==> config.mk <==
export PLATFORM = sky130hd
export DESIGN_NAME = rr_req_frontend
export DESIGN_NICKNAME = d
export VERILOG_FILES = /design/src/rtl/rr_req_frontend.sv
export SDC_FILE = /design/constraint.sdc
export NUM_CORES = 1
export LEC_CHECK = 0
export ABC_AREA = 1
export BUFFER_PORTS_ARGS = -buffer_cell sky130_fd_sc_hd__buf_2
export CAP_MARGIN = 20
export CORE_MARGIN = 1
export CORE_UTILIZATION = 27
export CTS_BUF_LIST = sky130_fd_sc_hd__clkbuf_2 sky130_fd_sc_hd__clkbuf_4 sky130_fd_sc_hd__clkbuf_8
export CTS_CLUSTER_SIZE = 24
export DETAILED_ROUTE_END_ITERATION = 7
export SYNTH_ARGS = -nofsm -noshare
export SYNTH_HDL_FRONTEND = slang
export SYNTH_SLANG_ARGS = --single-unit
==> constraint.sdc <==
create_clock -name clk -period 4.5 [get_ports clk]
set_input_delay 0.675 -clock clk [delete_from_list [all_inputs] [get_ports clk]]
set_output_delay 0.675 -clock clk [all_outputs]
set_load 0.02 [all_outputs]
==> src/rtl/rr_req_frontend.sv <==
// Per-channel command FIFOs feeding a 4-way round-robin arbiter. Requests follow the FIFO
// occupancy. The granted head entry is popped onto one registered, source-tagged output.
module rr_req_frontend #(
    parameter int DATA_W = 8,
    parameter int DEPTH  = 4
) (
    input  logic              clk,
    input  logic              rst,
    input  logic [3:0]        wr_en,
    input  logic [DATA_W-1:0] wr_data0,
    input  logic [DATA_W-1:0] wr_data1,
    input  logic [DATA_W-1:0] wr_data2,
    input  logic [DATA_W-1:0] wr_data3,
    output logic [3:0]        wr_full,
    output logic              req0,
    output logic              req1,
    output logic              req2,
    output logic              req3,
    input  logic              gnt0,
    input  logic              gnt1,
    input  logic              gnt2,
    input  logic              gnt3,
    output logic              out_valid,
    output logic [DATA_W-1:0] out_data,
    output logic [1:0]        out_src,
    output logic [3:0]        ovf,
    output logic              gnt_err
);

    localparam int PW = (DEPTH > 1) ? $clog2(DEPTH) : 1;
    localparam int CW = $clog2(DEPTH + 1);
    localparam logic [CW-1:0] DEPTH_C = CW'(DEPTH);
    localparam logic [CW-1:0] CNT_ONE = CW'(1);
    localparam logic [PW-1:0] PTR_ONE = PW'(1);

    logic [DATA_W-1:0] mem [4][DEPTH];
    logic [PW-1:0]     wr_ptr [4];
    logic [PW-1:0]     rd_ptr [4];
    logic [CW-1:0]     count  [4];
    logic [DATA_W-1:0] wr_data_a [4];

    logic [3:0]        gnt;
    logic [1:0]        sel;
    logic              sel_hit;
    logic              pop_any;
    logic [3:0]        pop;
    logic [3:0]        push;
    logic              multi_gnt;
    logic [DATA_W-1:0] head;

    assign wr_data_a[0] = wr_data0;
    assign wr_data_a[1] = wr_data1;
    assign wr_data_a[2] = wr_data2;
    assign wr_data_a[3] = wr_data3;

    assign gnt = {gnt3, gnt2, gnt1, gnt0};

    assign req0 = (count[0] != '0);
    assign req1 = (count[1] != '0);
    assign req2 = (count[2] != '0);
    assign req3 = (count[3] != '0);

    // Lowest-index grant wins even when the arbiter misbehaves with several grants.
    always_comb begin
        sel     = 2'd0;
        sel_hit = 1'b0;
        for (int n = 3; n >= 0; n--) begin
            if (gnt[n]) begin
                sel     = 2'(n);
                sel_hit = 1'b1;
            end
        end
    end

    // A grant on an empty channel is a stale arbiter grant and is ignored.
    assign pop_any   = !rst && sel_hit && (count[sel] != '0);
    assign pop       = pop_any ? (4'b0001 << sel) : 4'b0000;
    assign multi_gnt = |(gnt & (gnt - 4'd1));
    assign head      = mem[sel][rd_ptr[sel]];

    always_comb begin
        push    = 4'b0000;
        wr_full = 4'b0000;
        for (int n = 0; n < 4; n++) begin
            wr_full[n] = (count[n] == DEPTH_C);
            // A full channel can still accept a push when its head leaves on the same edge.
            push[n]    = !rst && wr_en[n] && (!wr_full[n] || pop[n]);
        end
    end

    always_ff @(posedge clk) begin
        for (int n = 0; n < 4; n++) begin
            if (push[n]) begin
                mem[n][wr_ptr[n]] <= wr_data_a[n];
            end
        end
    end

    always_ff @(posedge clk) begin
        if (rst) begin
            for (int n = 0; n < 4; n++) begin
                wr_ptr[n] <= '0;
                rd_ptr[n] <= '0;
                count[n]  <= '0;
            end
            ovf       <= 4'b0000;
            gnt_err   <= 1'b0;
            out_valid <= 1'b0;
            out_data  <= '0;
            out_src   <= 2'd0;
        end else begin
            for (int n = 0; n < 4; n++) begin
                if (push[n]) begin
                    wr_ptr[n] <= wr_ptr[n] + PTR_ONE;
                end
                if (pop[n]) begin
                    rd_ptr[n] <= rd_ptr[n] + PTR_ONE;
                end
                if (push[n] && !pop[n]) begin
                    count[n] <= count[n] + CNT_ONE;
                end else if (pop[n] && !push[n]) begin
                    count[n] <= count[n] - CNT_ONE;
                end
                if (wr_en[n] && !push[n]) begin
                    ovf[n] <= 1'b1;
                end
            end
            if (multi_gnt) begin
                gnt_err <= 1'b1;
            end
            out_valid <= pop_any;
            if (pop_any) begin
                out_data <= head;
                out_src  <= sel;
            end
        end
    end

endmodule
After elaboration in Yosys (flattened, before gate mapping)
Memory sizes are Yosys's and may differ from the RTL's.
Index checks and enable logic that the tools add are counted.
{"block": "classes", "n_lt_le_gt_ge": 9, "bitwise_logic": 22, "n_eq_ne": 4, "n_mux": 94, "n_reduce_logical": 49, "n_addsub": 17, "shift": 1}
{"op": "$mux W32", "count": 4}
{"op": "$demux W8 S2", "count": 4}
{"op": "$mux W1", "count": 58}
{"op": "$mux W8", "count": 6}
{"op": "$logic_and A1 B1 Y1", "count": 26}
{"op": "$mux W2", "count": 12}
{"op": "$mux W3", "count": 8}
{"op": "$add A2 B1 Y2 const B", "count": 8}
{"op": "$bmux W8 S2", "count": 1}
{"op": "$or A1 B1 Y1", "count": 16}
{"op": "$ge A3 B3 Y1 const B", "count": 5}
{"op": "$not A2 Y3", "count": 5}
{"op": "$reduce_bool A3 Y1", "count": 5}
{"op": "$logic_not A1 Y1", "count": 13}
{"op": "$add A3 B1 Y3 const B", "count": 4}
{"op": "$eq A3 B3 Y1 const B", "count": 4}
{"op": "$lt A3 B1 Y1 const B", "count": 4}
{"op": "$sub A3 B1 Y3 const B", "count": 4}
{"op": "$and A4 B4 Y4", "count": 1}
{"op": "$logic_or A1 B1 Y1", "count": 4}
{"op": "$mux W4", "count": 1}
{"op": "$reduce_or A4 Y1", "count": 1}
{"op": "$shl A1 B2 Y4 const A", "count": 1}
{"op": "$sub A4 B1 Y4 const B", "count": 1}
{"block": "totals", "input_bits": 42, "wordCells": 208, "mem_bits_rw": 156, "ff_bits": 16, "memories": 4}
{"memory": "mem", "depth": 4, "word_bits": 32, "read_ports": 1, "rd_ports_with_merged_regs": 0, "wr": 4, "line_no": "36", "source": "logic [DATA_W-1:0] mem [4][DEPTH];"}
{"memory": "count", "depth": 4, "word_bits": 3, "read_ports": 5, "rd_ports_with_merged_regs": 0, "wr": 4, "line_no": "39", "source": "logic [CW-1:0] count [4];"}
{"memory": "rd_ptr", "depth": 4, "word_bits": 2, "read_ports": 5, "rd_ports_with_merged_regs": 0, "wr": 4, "line_no": "38", "source": "logic [PW-1:0] rd_ptr [4];"}
{"memory": "wr_ptr", "depth": 4, "word_bits": 2, "read_ports": 4, "rd_ports_with_merged_regs": 0, "wr": 4, "line_no": "37", "source": "logic [PW-1:0] wr_ptr [4];"}

Longest topological paths before layout
An unclocked memory read counts as a cell.
{"block": "depth", "word_depth": 17, "depth_mapped": 14, "ltp_nobuf": 14}

Worst setup path after synthesis
No wires, ideal clock.
{"block": "synth_timing", "kind": "input to register", "startpoint": "input port gnt1", "endpoint": "memory count[2][2] (netlist name), data pin", "arrival_time_ns": 2.330, "path_slack_ns": 1.904, "setup_ns": 0.266, "path_buffers": 1, "path_stages": 10, "path_cell_list": "inv_2 -> nand2_2 -> nor2_4 -> clkbuf_1 -> nand4_1 -> fa_1 -> xor2_1 -> inv_1 -> nand4_1 -> o21ai_0"}
{"item": "start, declared", "line_no": "20", "source": "input logic gnt1,"}
{"item": "end, declared", "line_no": "39"}

==> flow_summary.toml <==
[run_status]
outcome = "finished, final reports clean"

[logic_synthesis]
synth.cell_area_um2 = 7567
ys_types = 32
seq_area_frac_synth = 0.6614
ys.flop_type = "edfxtp_1"
syn_nets = 766
ys_seq_elements = 172
synthTopCellsByArea = "edfxtp_1 62%, nand2_1 12%, dfxtp_1 4.2%, nand3_1 3.2%, ha_1 3.1%"
yosysTopAreaCell = "edfxtp_1"
syn-instance-count = 702
syn-mean-instance-area_um2 = 10.78
synth-async-reset-ratio = 0
synth-edff-count = 156
synth_top_cell_area_share = 0.6190
yosys_warnings = 0

[layout]
drive_gt1_frac = 0.1598
antenna_cells = 0
layout_commonest_cell = "nand2_1"
final_nets = 834
fillers = 2790
syn2layout_area_growth_pct = 13.97
layout_common_cells = "242 x nand2_1, 156 x edfxtp_1, 65 x buf_2"

[sta]
fin_crit_sh = 0.6125
relSlewSlack = 0.5322
finalHoldViolCount = 0
fin_crit_ps = 2756
worst_pin_slew_ps = 699.1
fmax_mhz = 362.8
rsz0062_at_grt = "false"
setup_viol = 0
setup_tns_ps = 0
skew_ps = 11.98
drv_slew = 0

[route]
wl_per_cell_um = 16.90
drt-pass1-iter-count = 8
drtIter0Drc = 560
wl_um = 19510
via_count = 5122
viasPerCell = 4.438
ant_nets = 0
drcViolationCount = 0

[worst_setup_path]
crit_type = "primary input to flip-flop"
arrival_ps = 2850
worstSetupStartpointType = "primary input"
cp.required_ps = 4590
cp_max_fo = 37
endpoint_kind = "flip-flop"

[floorplanning]
die_w_um = 169.4
num_rows = 60
core_um2 = 27250
num_io_pins = 66
die_y_um = 169.4
initial_core_util = 0.2777
die-area_um2 = 28700

[cts]
h-tree-depth = 4
cts-root-buf = "clkbuf_8"
path_clk_slew_ps = 90
clock_path_buffers = 2
cts_tree = "built"
post_cts_buffers = 0
clk_latency_ps = 460
cts.sinks = 172
post_cts_resized = 0
cts_hold_buf = 0
numCtsBuffers = 17

[pwr]
leakagePower_uw = 0.003431
power.total_uw = 3286
power_per_cell_area_nw_per_um2 = 381.0
vdd_ir_drop_max_v = 0.0001767

[grt]
first_global_vias = 4906
grt_overflow = 0
track_usage = 0.1409
grt_first_pass_wirelength_um = 29000
antenna_found_initial = 5
grt_max_degree = 38

[placement]
dpl.hpwl_um = 15130
portBuffers = 65
gp_congestion = 0.9665

[run]
max_cap_viol_count = 0

[hold_path]
hold_class = "primary input to flip-flop"
==> metal layers <==
layer | track usage | vias up | wire (um)
met1 | 0.1911 | 2367 | 8869
li1 | - | 2485 | -
met4 | 0.06698 | 10 | 659
met2 | 0.2052 | 218 | 8425
met3 | 0.04151 | 42 | 1487
met5 | 0 | - | 67
==> cell type report <==
class / count / area (um^2) / share of cell area
clock inverters: 14 / 97.59 / 0.01132
repair buffers: 69 / 355.3 / 0.04120
multi-input cells: 444 / 2217 / 0.2571
clock buffers: 17 / 234.0 / 0.02713
flip-flops and latches: 172 / 5005 / 0.5803
well taps: 372 / 465.4 / 0.05397
inverters: 66 / 250.2 / 0.02901
==> per-stage QoR <==
stage                     instance area [um^2]  hold WS, ps  std cells  setup slack (ps)    util
final                                     8625        428.5       1154              1744  0.3165
after global routing                      8625        401.5       1154              1510  0.3165
after CTS                                 8625        393.8       1154              1759  0.3165
after detailed placement                  8293        452.5       1123              1257  0.3043
after global placement                    8293        446.5       1123              1345  0.3043
after floorplan                           7567        534.8        702              1904       -
==> sequential cells by signal (all words and copies together), names as in the netlist <==
name and flops:
mem 128, count 12, rd_ptr 8, out_valid 1
wr_ptr 8, out_data 8, ovf 4, gnt_err 1
out_src 2
==> cell families after synthesis <==
| logic type | count (synthesis) | share of synthesized area |
|---|---|---|
| adder cells (fa/ha/maj) | 22 | 0.03935 |
| buffers and inverters | 86 | 0.04597 |
| AND/OR/NAND/NOR | 374 | 0.2163 |
| XOR/XNOR | 8 | 0.009260 |
| AO/OA/AOI/OAI | 40 | 0.02778 |
| flip-flops | 172 | 0.6614 |
==> critical path: stages <==
cell and delay (ps):
buf_2 120, inv_2 70, nand2_2 110, nor2_4 90, buf_4 330, nand2_1 90, nand3_1 90, nor2_1 70
nand2_4 130, nand3_2 140, nand2_1 130, nand2_1 230, nor2_1 570
==> path summary, 6_finish.rpt <==
path	start	to	slack, ps	cells after the start
worst max-delay path	gnt1	mem[1][19]	1740	13
worst min-delay path	rst	gnt_err	430	2
worst min register to register	ovf[0]	ovf[0]	470	2
worst max register to register	count[2][0]	mem[1][19]	2050	9
==> where the power goes <==
group / switching [uW] / total (uW) / internal, uW
sequential: 49.6 / 1890 / 1840
clock: 555 / 933 / 379
combinational: 326 / 467 / 141
==> synth_stat cells, types with 3 or more instances <==
library cell,instances
o21ai_0,3
a21oi_1,25
nand3_2,4
nor2_4,4
nor2_1,38
inv_2,7
edfxtp_1,156
nand3b_1,9
nand4_1,15
clkbuf_1,4
nand3_1,49
o21ai_1,9
ha_1,19
fa_1,3
dfxtp_1,16
xnor2_1,6
nand2_2,6
buf_2,12
nand2_1,242
inv_1,58
(Power assumes the default switching activity.)
